### src/rtl/usb_transmitter.sv
// USB full-speed style packet transmitter: SYNC, PID and FIFO data bytes,
// NRZI encoded with bit stuffing and terminated by an SE0/J end-of-packet.
module usb_transmitter #(
    parameter int BIT_CLKS     = 8,
    parameter int EOP_SE0_BITS = 2
) (
    input  logic       clk,
    input  logic       n_rst,
    input  logic       tx_start,
    input  logic [3:0] tx_pid,
    input  logic       fifo_empty,
    input  logic [7:0] fifo_r_data,
    output logic       fifo_r_enable,
    output logic       d_plus,
    output logic       d_minus,
    output logic       tx_busy,
    output logic       tx_done
);

    localparam int CW = (BIT_CLKS > 1) ? $clog2(BIT_CLKS) : 1;

    typedef enum logic [2:0] {
        S_IDLE,
        S_SYNC,
        S_PID,
        S_DATA,
        S_EOP_SE0,
        S_EOP_J
    } state_t;

    state_t        r_state;
    logic [CW-1:0] r_clk_cnt;
    logic [3:0]    r_pid;
    logic [7:0]    r_shift;
    logic [3:0]    r_bit_idx;
    logic [2:0]    r_ones;
    logic [1:0]    r_eop_cnt;
    logic          r_line;
    logic          r_fifo_re;
    logic          r_dp;
    logic          r_dm;
    logic          r_busy;
    logic          r_done;

    logic          w_tick;
    logic          w_in_pkt;
    logic          w_stuff;
    logic          w_byte_done;
    logic [7:0]    w_next_byte;
    logic          w_bit;
    logic          w_to_eop;
    logic          w_line_nxt;

    // A new line symbol is launched whenever the bit-period counter wraps to zero.
    always_comb begin
        w_tick      = (r_clk_cnt == '0);
        w_in_pkt    = (r_state == S_SYNC) || (r_state == S_PID) || (r_state == S_DATA);
        w_stuff     = w_in_pkt && (r_ones == 3'd6);
        w_byte_done = r_bit_idx[3];
        w_next_byte = (r_state == S_SYNC) ? {~r_pid, r_pid} : fifo_r_data;
        w_bit       = w_byte_done ? w_next_byte[0] : r_shift[0];
        w_to_eop    = w_byte_done && (r_state != S_SYNC) && fifo_empty;
        w_line_nxt  = r_line ^ (w_stuff | ~w_bit);
    end

    always_ff @(posedge clk or negedge n_rst) begin
        if (!n_rst) begin
            r_state   <= S_IDLE;
            r_clk_cnt <= '0;
            r_pid     <= 4'd0;
            r_shift   <= 8'd0;
            r_bit_idx <= 4'd0;
            r_ones    <= 3'd0;
            r_eop_cnt <= 2'd0;
            r_line    <= 1'b1;
            r_fifo_re <= 1'b0;
            r_dp      <= 1'b1;
            r_dm      <= 1'b0;
            r_busy    <= 1'b0;
            r_done    <= 1'b0;
        end else begin
            r_fifo_re <= 1'b0;
            r_done    <= 1'b0;
            case (r_state)
                S_IDLE: begin
                    if (tx_start) begin
                        r_state   <= S_SYNC;
                        r_pid     <= tx_pid;
                        r_shift   <= 8'h80;
                        r_bit_idx <= 4'd0;
                        r_ones    <= 3'd0;
                        r_clk_cnt <= '0;
                        r_line    <= 1'b1;
                        r_busy    <= 1'b1;
                    end
                end
                S_SYNC, S_PID, S_DATA: begin
                    r_clk_cnt <= r_clk_cnt + 1'b1;
                    if (w_tick) begin
                        // An owed stuff bit always goes out before the next byte or EOP.
                        if (w_to_eop && !w_stuff) begin
                            r_state   <= S_EOP_SE0;
                            r_dp      <= 1'b0;
                            r_dm      <= 1'b0;
                            r_eop_cnt <= 2'd1;
                        end else begin
                            r_line <= w_line_nxt;
                            r_dp   <= w_line_nxt;
                            r_dm   <= ~w_line_nxt;
                            if (w_stuff) begin
                                r_ones <= 3'd0;
                            end else begin
                                r_ones <= w_bit ? r_ones + 3'd1 : 3'd0;
                                if (w_byte_done) begin
                                    r_shift   <= {1'b0, w_next_byte[7:1]};
                                    r_bit_idx <= 4'd1;
                                    if (r_state == S_SYNC) begin
                                        r_state <= S_PID;
                                    end else begin
                                        r_state   <= S_DATA;
                                        r_fifo_re <= 1'b1;
                                    end
                                end else begin
                                    r_shift   <= {1'b0, r_shift[7:1]};
                                    r_bit_idx <= r_bit_idx + 4'd1;
                                end
                            end
                        end
                    end
                end
                S_EOP_SE0: begin
                    r_clk_cnt <= r_clk_cnt + 1'b1;
                    if (w_tick) begin
                        if (r_eop_cnt == 2'(EOP_SE0_BITS)) begin
                            r_state <= S_EOP_J;
                            r_dp    <= 1'b1;
                            r_dm    <= 1'b0;
                            r_line  <= 1'b1;
                        end else begin
                            r_eop_cnt <= r_eop_cnt + 2'd1;
                        end
                    end
                end
                S_EOP_J: begin
                    r_clk_cnt <= r_clk_cnt + 1'b1;
                    if (w_tick) begin
                        r_state   <= S_IDLE;
                        r_clk_cnt <= '0;
                        r_done    <= 1'b1;
                        r_busy    <= 1'b0;
                    end
                end
                default: r_state <= S_IDLE;
            endcase
        end
    end

    assign fifo_r_enable = r_fifo_re;
    assign d_plus        = r_dp;
    assign d_minus       = r_dm;
    assign tx_busy       = r_busy;
    assign tx_done       = r_done;

endmodule

### config.mk
export PLATFORM = sky130hd
export DESIGN_NAME = usb_transmitter
export DESIGN_NICKNAME = d
export VERILOG_FILES = /design/src/rtl/usb_transmitter.sv
export SDC_FILE = /design/constraint.sdc
export NUM_CORES = 1
export LEC_CHECK = 0
export ABC_AREA = 1
export BUFFER_PORTS_ARGS = -buffer_cell sky130_fd_sc_hd__buf_2
export CORE_ASPECT_RATIO = 0.7
export CORE_MARGIN = 2
export CORE_UTILIZATION = 50
export CTS_BUF_LIST = sky130_fd_sc_hd__clkbuf_8
export DETAILED_ROUTE_END_ITERATION = 10
export GPL_TIMING_DRIVEN = 0
export HOLD_SLACK_MARGIN = 0.15
export PLACE_DENSITY_LB_ADDON = 0.05
export REMOVE_ABC_BUFFERS = 1
export SYNTH_ARGS = -nofsm -noshare
export SYNTH_HDL_FRONTEND = slang
export SYNTH_SLANG_ARGS = --single-unit
### constraint.sdc
create_clock -name clk -period 2.2 [get_ports clk]
set_input_delay 0.44 -clock clk [delete_from_list [all_inputs] [get_ports clk]]
set_output_delay 0.44 -clock clk [all_outputs]
set_load 0.01 [all_outputs]
## Word level (Yosys, flattened, before mapping)

Index checks and enable logic that the tools add are counted.

- Reductions and logical operators: 25
- Add/sub/neg operators: 4
- Bitwise gates (word level): 5
- Equality and inequality tests: 19
- Muxes and demuxes: 61

Operators by type and width:

| kind | count |
|---|---|
| two-way mux 3 bit | 14 |
| two-way mux 8 bit | 5 |
| two-way mux 1 bit | 22 |
| two-way mux 4 bit | 5 |
| != test 2 bit (second input constant) | 9 |
| case mux 8 bit (2 select lines) | 1 |
| case mux 3 bit (4 select lines) | 1 |
| AND reduction 5 bit | 2 |
| == test 3 bit (second input constant) | 3 |
| case mux 3 bit (3 select lines) | 1 |
| two-way mux 2 bit | 4 |
| case mux 4 bit (2 select lines) | 1 |
| AND reduction 4 bit | 2 |
| two-way mux 7 bit | 1 |
| AND reduction 7 bit | 1 |
| adder 3 x 1 -> 3 bit (second input constant) | 2 |
| == test 3 x 2 -> 1 bit (second input constant) | 2 |
| logical NOT 3 bit | 2 |
| != test 3 bit (second input constant) | 2 |
| case mux 1 bit (2 select lines) | 3 |
| case mux 3 bit (2 select lines) | 1 |
| AND reduction 6 bit | 1 |
| nonzero test 2 bit | 3 |
| nonzero test 3 bit | 2 |
| other kinds (18) | 24 |

- Input bits: 16
- Flip-flop bits (word level): 33

## Depth between registers and ports, before layout

Gate-level depths: netlist (run 1).

- Depth after elaboration: 10
- Gate-level depth with buffers: 12
- Mapped depth without buffers: 11

## Least setup slack after synthesis (run 1)

No wires, ideal clock.

- Path type: register to register
- From: register r_state[0]
- To: register r_bit_idx[2]
- Period minus slack after synthesis: 1.559 ns
- Setup slack: 0.641 ns
- Stages on the path, launching flop included: 11
- Arrival: 1.442 ns
- Cells stage by stage: dfrtp_1 -> nor2_2 -> nor2_4 -> buf_6 -> nand2_1 -> nand2_2 -> inv_2 -> nand3_4 -> buf_12 -> nand2_1 -> nand2_1

- Word-level cells in the longest chain between the ends: 8

Ends and longest elaborated chain:

| what | line | text |
|---|---|---|
| start: declaration | 31 | `state_t r_state;` |
| start signal: assignment | 68 | `r_state <= S_IDLE;` |
| start signal: assignment | 87 | `r_state <= S_SYNC;` |
| start signal: assignment | 102 | `r_state <= S_EOP_SE0;` |
| == test 3 x 1 -> 1 bit or == test 3 x 2 -> 1 bit (tied branches) | 57, 84 |  |
| logical OR 1 bit (2 in a row) | 57 | `w_in_pkt = (r_state == S_SYNC) \|\| (r_state == S_PID) \|\| (r_state == S_DATA);` |
| logical AND 1 bit | 58 | `w_stuff = w_in_pkt && (r_ones == 3'd6);` |
| logical NOT 1 bit | 101 | `if (w_to_eop && !w_stuff) begin` |
| logical AND 1 bit | 101 |  |
| != test 2 bit (no line) | - |  |
| AND reduction 5 bit (no line) | - |  |
| end signal: assignment | 125 | `r_bit_idx <= r_bit_idx + 4'd1;` |
| end: declaration | 35 | `logic [3:0] r_bit_idx;` |

Parallel ways exist; a longest one is shown, timed or not.
A chain may end at the register's enable or synchronous reset.

## Worst setup path in the final report (run 1)

Ends and elaborated chain as after synthesis.

==> results of run 1 <==
==> final cells by class <==
cell class / instances / share of cell area
Clock buffer: 6 / 0.0387
Clock inverter: 2 / 0.00352
Inverter: 30 / 0.0563
Multi-Input combinational cell: 166 / 0.437
Sequential cell: 33 / 0.388
Tap cell: 50 / 0.0293
Timing Repair Buffer: 20 / 0.0469
==> report_power, final <==
| part | switching, mW | internal (mW) |
|---|---|---|
| registers | 0.159 | 0.844 |
| clock network | 0.211 | 0.246 |
| logic | 0.736 | 0.426 |
| total | 1.11 | 1.52 |
==> Yosys cell counts (all sizes together) <==
cell	n
o21ai	22
and3	1
dfrtp	31
nand4	9
nand3	13
clkinv	1
ha	6
mux2	4
or2	1
o211ai	1
a31oi	2
dfstp	2
xnor2	3
nor2	21
o22ai	2
nand2	71
inv	29
a21oi	9
o21bai	1
buf	4
==> metrics by stage <==
stage               total power [mW]  hold slack [ns]   util
finish                          2.62            0.210  0.592
global route                    2.86            0.281  0.592
CTS                             2.64            0.233  0.592
detailed placement              2.18            0.467  0.567
global placement                2.15            0.462  0.567
floorplan                       1.88            0.144      -
==> routing by layer <==
layer,wire (um),share of wire,vias to the layer above
met5,0,0,-
met3,270,0.067,5
met1,2000,0.50,743
met2,1740,0.43,54
met4,36,0.0089,0
li1,-,-,809
==> path summary, 6_finish.rpt <==
kind                                                  to  cells after the start
worst min register to register    r_shift[4]$_DFFE_PN0P_                      2
worst min-delay path            r_clk_cnt[1]$_DFFE_PN0P_                      1
min in group clk                    r_pid[1]$_DFFE_PN0P_                      2
max in group asynchronous        fifo_r_enable$_DFF_PN0_                      1
worst max register to register  r_bit_idx[2]$_DFFE_PN0P_                      9
worst max-delay path            r_bit_idx[2]$_DFFE_PN0P_                      9
==> flip-flops by register name, summed over array words and instances (netlist names), 2 cells and up <==
register	cells
r_state	3
r_clk_cnt	3
r_ones	3
r_eop_cnt	2
r_shift	8
r_bit_idx	4
r_pid	4
==> cells by family (layout without fill, tap and decap cells) <==
| kind of cell | after synthesis | count (layout) | share of synthesized area |
|---|---|---|---|
| XOR/XNOR | 3 | 3 | 0.0137 |
| AO/OA/AOI/OAI | 37 | 37 | 0.107 |
| flip-flops | 33 | 33 | 0.431 |
| multiplexers | 4 | 4 | 0.0234 |
| AND/OR/NAND/NOR | 116 | 116 | 0.301 |
| buffers and inverters | 34 | 58 | 0.0840 |
| adder cells (fa/ha/maj) | 6 | 6 | 0.0391 |
==> critical path: cells and delay by family (launching register included) <==
family | cells | cell delay (ns)
flops | 1 | 0.43
simple gates | 9 | 1.44
==> impl_metrics.yaml, run 1 <==
run_status:
  status: "complete, no violations"
placed_design:
  hpwl_mm: 3.03
  dpl_cell_area_um2: 2040
  gp_congestion: 0.860
  pre_cts_ws_ns: 0.226
  io_buffers: 20
  placed_cells_incl_taps: 299
setup_path:
  slowest_delay_ns: 0.43
  arrival_ns: 2.16
  critPathLaunchType: "flop"
  cp_slowest_cell: "dfrtp_1"
  path_cells: "nor2_2 -> nor2_4 -> nand2_4 -> nand3_2 -> nand2_4 -> nand2_4 -> nand3_4 -> nand2_1 -> nand2_1"
  crit_top_cell: "nand2_4"
  crit_start: "r_state[0]$_DFFE_PN0P_"
  worstSetupPathType: "flop to flop"
  r2r_slack_ns: 0.21
  crit_required_ns: 2.37
  cp_max_fo: 16
  worstReg2RegStart: "r_state[0]$_DFFE_PN0P_"
  critPathCaptureType: "flop"
finish:
  multi_input_area_um2: 932
  n_antenna_cell: 0
  drive_above_1_share: 0.226
  fill_cells: 338
  mostFrequentLayoutCell: "nand2_1"
  syn2layout_area_growth_pct: 11.0
  layout_common_cells: "nand2_1, dfrtp_1, inv_1"
  postLayoutCellArea_um2: 2130
  nets: 278
  regArea_um2: 828
  instances_no_fill: 307
hold_path:
  hp-class: "input port to asynchronous set/reset pin"
clocking:
  cts_resized: 0
  clk_pin_slew_worst_paths_ns: 0.06
  clk_latency_ns: 0.28
  clk_path_buf_depth: 2
  cts.sinks: 33
  tritoncts: "done"
  post_cts_buffers: 0
  cts_root_buffer: "clkbuf_8"
  holdBufCountCts: 0
  htree_num_levels: 2
  cts_made_buffers: 5
global_route:
  met2_usage: 0.300
  met1_usage: 0.292
  grt_antenna_before_repair: 0
  grt_pass1_vias: 1466
  top_usage_layer: "met2"
  grt_max_degree: 34
  gr-total-overflow: 0
  grt_use_met3: 0.0503
  grt_pass1_wl_mm: 6.83
  grt_usage: 0.203
timing:
  clock_skew_ns: 0.00323
  fin_ws_ns: 0.210
  slew_viol_final: 0
  clock.fmax_mhz: 503
  rsz0062_at_grt: "false"
  period_minus_slack_ns: 1.99
  worst_slew_pin_slew_ns: 0.717
  finalHoldViolCount: 0
  slew_headroom: 0.522
  fin_crit_sh: 0.905
  fin_tns_setup_ns: 0
  setup_violations: 0
floorplan:
  ios: 21
  die_area_um2: 4360
  core_region_area_um2: 3600
  dieHeight_um: 55.9
  die_w_um: 78.1
  initial_utilization: 0.533
  num_rows: 18
synthesis:
  yosys_warnings: 0
  synth_largest_area_cell: "dfrtp_1"
  synth_top_area_frac: 0.404
  synthTopCellsByArea: "dfrtp_1, nand2_1, o21ai_0, inv_1, ha_1"
  ys_types: 31
  ys_seq_elements: 33
  syn_area_per_cell_um2: 8.25
  ys_seq_area_frac: 0.431
  syn_area_um2: 1920
  syn_inst: 233
route:
  wirelength_mm: 4.05
  ant_nets: 0
  drcViolationCount: 0
  first_iter_violations: 65
  drt_pass1_iterations: 5
  post_drt_wl_per_cell_um: 13.2
  viasPerCell: 5.25
  num_vias: 1611
power:
  p_per_area_nw_per_um2: 1230
  peakVddDrop_v: 0.000634
  leakage_nw: 1.10
flow_run:
  maxCapViolCount: 0
Note: power is estimated with default switching activity, not from simulation.
==> run 2, diff against run 1 <==
Settings changed: CAP_MARGIN set to 15, CTS_BUF_LIST sky130_fd_sc_hd__clkbuf_8 to sky130_fd_sc_hd__clkbuf_2 sky130_fd_sc_hd__clkbuf_4 sky130_fd_sc_hd__clkbuf_8.
==> run 2 against run 1 <==
Effect of this change: sequential power barely moved; clock power increased by 7.7%; cell count unchanged; core utilization up 0.21 points; via count shrank 0.37%; first-iteration DRC count is 4.6% higher; sequential share of layout area fell by 0.14 points; global-route usage rose by 0.10 points; combinational power about the same; fmax increased by 0.68%; flip-flop and latch count is the same; non-clock buffer count unchanged; critical path type unchanged; critical endpoint unchanged; largest cell class unchanged.
==> impl_metrics.yaml, run 2 (synthesis gave the netlist of run 1 again) <==
clocking:
  clk_pin_slew_worst_paths_ns: 0.07
  cts_resized: 0
  tritoncts: "done"
  cts.sinks: 33
  holdBufCountCts: 0
  clk_path_buf_depth: 2
  post_cts_buffers: 0
  clk_latency_ns: 0.28
  cts_root_buffer: "clkbuf_8"
  cts_made_buffers: 5
  htree_num_levels: 2
finish:
  syn2layout_area_growth_pct: 11.4
  largestRegisters: "r_shift: 8 flops, r_bit_idx: 4 flops, r_pid: 4 flops"
  fill_cells: 336
  mostFrequentLayoutCell: "nand2_1"
  n_antenna_cell: 0
  nets: 278
  largest_register_ff_count: 8
  regMostFlops: "r_shift"
  drive_above_1_share: 0.233
  layout_common_cells: "nand2_1, dfrtp_1, inv_1"
  postLayoutCellArea_um2: 2140
route:
  drcViolationCount: 0
  wirelength_mm: 4.08
  drt_pass1_iterations: 4
  first_iter_violations: 68
  num_vias: 1605
  viasPerCell: 5.23
  ant_nets: 0
  post_drt_wl_per_cell_um: 13.3
placed_design:
  hpwl_mm: 3.03
  dpl_cell_area_um2: 2040
  io_buffers: 20
  pre_cts_ws_ns: 0.226
  gp_congestion: 0.860
setup_path:
  cp_max_fo: 16
  cp_slowest_cell: "dfrtp_1"
  worstSetupPathType: "flop to flop"
  cp_num_buf_inv: 0
  critPathLaunchType: "flop"
  crit_required_ns: 2.37
  arrival_ns: 2.15
  critical_path.top_delay_family: "simple AND/OR/NAND/NOR gates"
  path_cells: "nor2_2 -> nor2_4 -> nand2_4 -> nand3_2 -> nand2_4 -> nand2_4 -> nand3_4 -> nand2_1 -> nand2_1"
  crit_top_cell: "nand2_4"
  slowest_delay_ns: 0.44
  critPathCaptureType: "flop"
global_route:
  grt_pass1_wl_mm: 6.86
  grt_usage: 0.204
  grt_pass1_vias: 1469
  grt_max_degree: 34
  grt_antenna_before_repair: 0
  gr-total-overflow: 0
timing:
  worst_slew_pin_slew_ns: 0.719
  finalHoldViolCount: 0
  fin_ws_ns: 0.223
  period_minus_slack_ns: 1.98
  rsz0062_at_grt: "false"
  clock_skew_ns: 0.00438
  slew_viol_final: 0
  setup_violations: 0
  clock.fmax_mhz: 506
  fin_crit_sh: 0.898
  slew_headroom: 0.521
  fin_tns_setup_ns: 0
floorplan:
  die_w_um: 78.1
  initial_utilization: 0.533
  dieHeight_um: 55.9
  die_area_um2: 4360
  core_region_area_um2: 3600
  num_rows: 18
  ios: 21
run_status:
  status: "complete, no violations"
power:
  leakage_nw: 1.10
  p_per_area_nw_per_um2: 1240
  total_power_mw: 2.66
  peakVddDrop_v: 0.000638
hold_path:
  hp-class: "input port to asynchronous set/reset pin"
flow_run:
  maxCapViolCount: 0
run 2: cell types whose count changed in the layout (fill, tap and decap cells not counted), sizes merged:
cell / before / now
clkbuf: 6 / 8
inv: 31 / 29
run 2: path summary, 6_finish.rpt:
kind | startpoint | endpoint | slack [ns] | cells after the start
setup reg to reg | r_state[0]$_DFFE_PN0P_ | r_bit_idx[2]$_DFFE_PN0P_ | 0.22 | 9
max in group asynchronous | n_rst | fifo_r_enable$_DFF_PN0_ | 1.53 | 1
setup / recovery | r_state[0]$_DFFE_PN0P_ | r_bit_idx[2]$_DFFE_PN0P_ | 0.22 | 9
hold / removal | n_rst | r_pid[2]$_DFFE_PN0P_ | 0.21 | 1
min in group clk | tx_pid[2] | r_pid[2]$_DFFE_PN0P_ | 0.39 | 2
hold reg to reg | r_shift[0]$_DFFE_PN0P_ | r_shift[0]$_DFFE_PN0P_ | 0.48 | 2
run 2: cell type report:
type / instances / area (um^2) / area share
multi-input cells: 166 / 932 / 0.435
repair buffers: 20 / 100 / 0.0468
well taps: 50 / 62.6 / 0.0292
clock buffers: 8 / 97.6 / 0.0456
inverters: 30 / 120 / 0.0561
flip-flops and latches: 33 / 828 / 0.387
run 2: where the power goes:
group | switching (mW) | total, mW | internal, mW
Combinational | 0.738 | 1.16 | 0.426
Sequential | 0.161 | 1.00 | 0.844
Clock | 0.211 | 0.491 | 0.280
run 2: metal layers:
metal	up-vias	track usage	share of wire	routed length [um]
li1	808	-	-	-
met1	739	0.292	0.48	1980
met2	54	0.304	0.43	1770
met3	4	0.0503	0.075	308
met4	0	0.0677	0.0083	34
met5	-	0	0	0
run 2: metrics by stage:
stage          hold slack, ns   util  instances
6_report                0.209  0.594        307
5_1_grt                 0.283  0.594        307
2_1_floorplan           0.144      -        229
4_1_cts                 0.231  0.594        307
3_3_place_gp            0.462  0.567        299
3_5_place_dp            0.467  0.567        299
run 2: worst reg2reg max path, delay by kind of cell, from the launching register on:
kind | cells | cell delay, ns
AND/OR/NAND/NOR | 9 | 1.43
flip-flops | 1 | 0.44
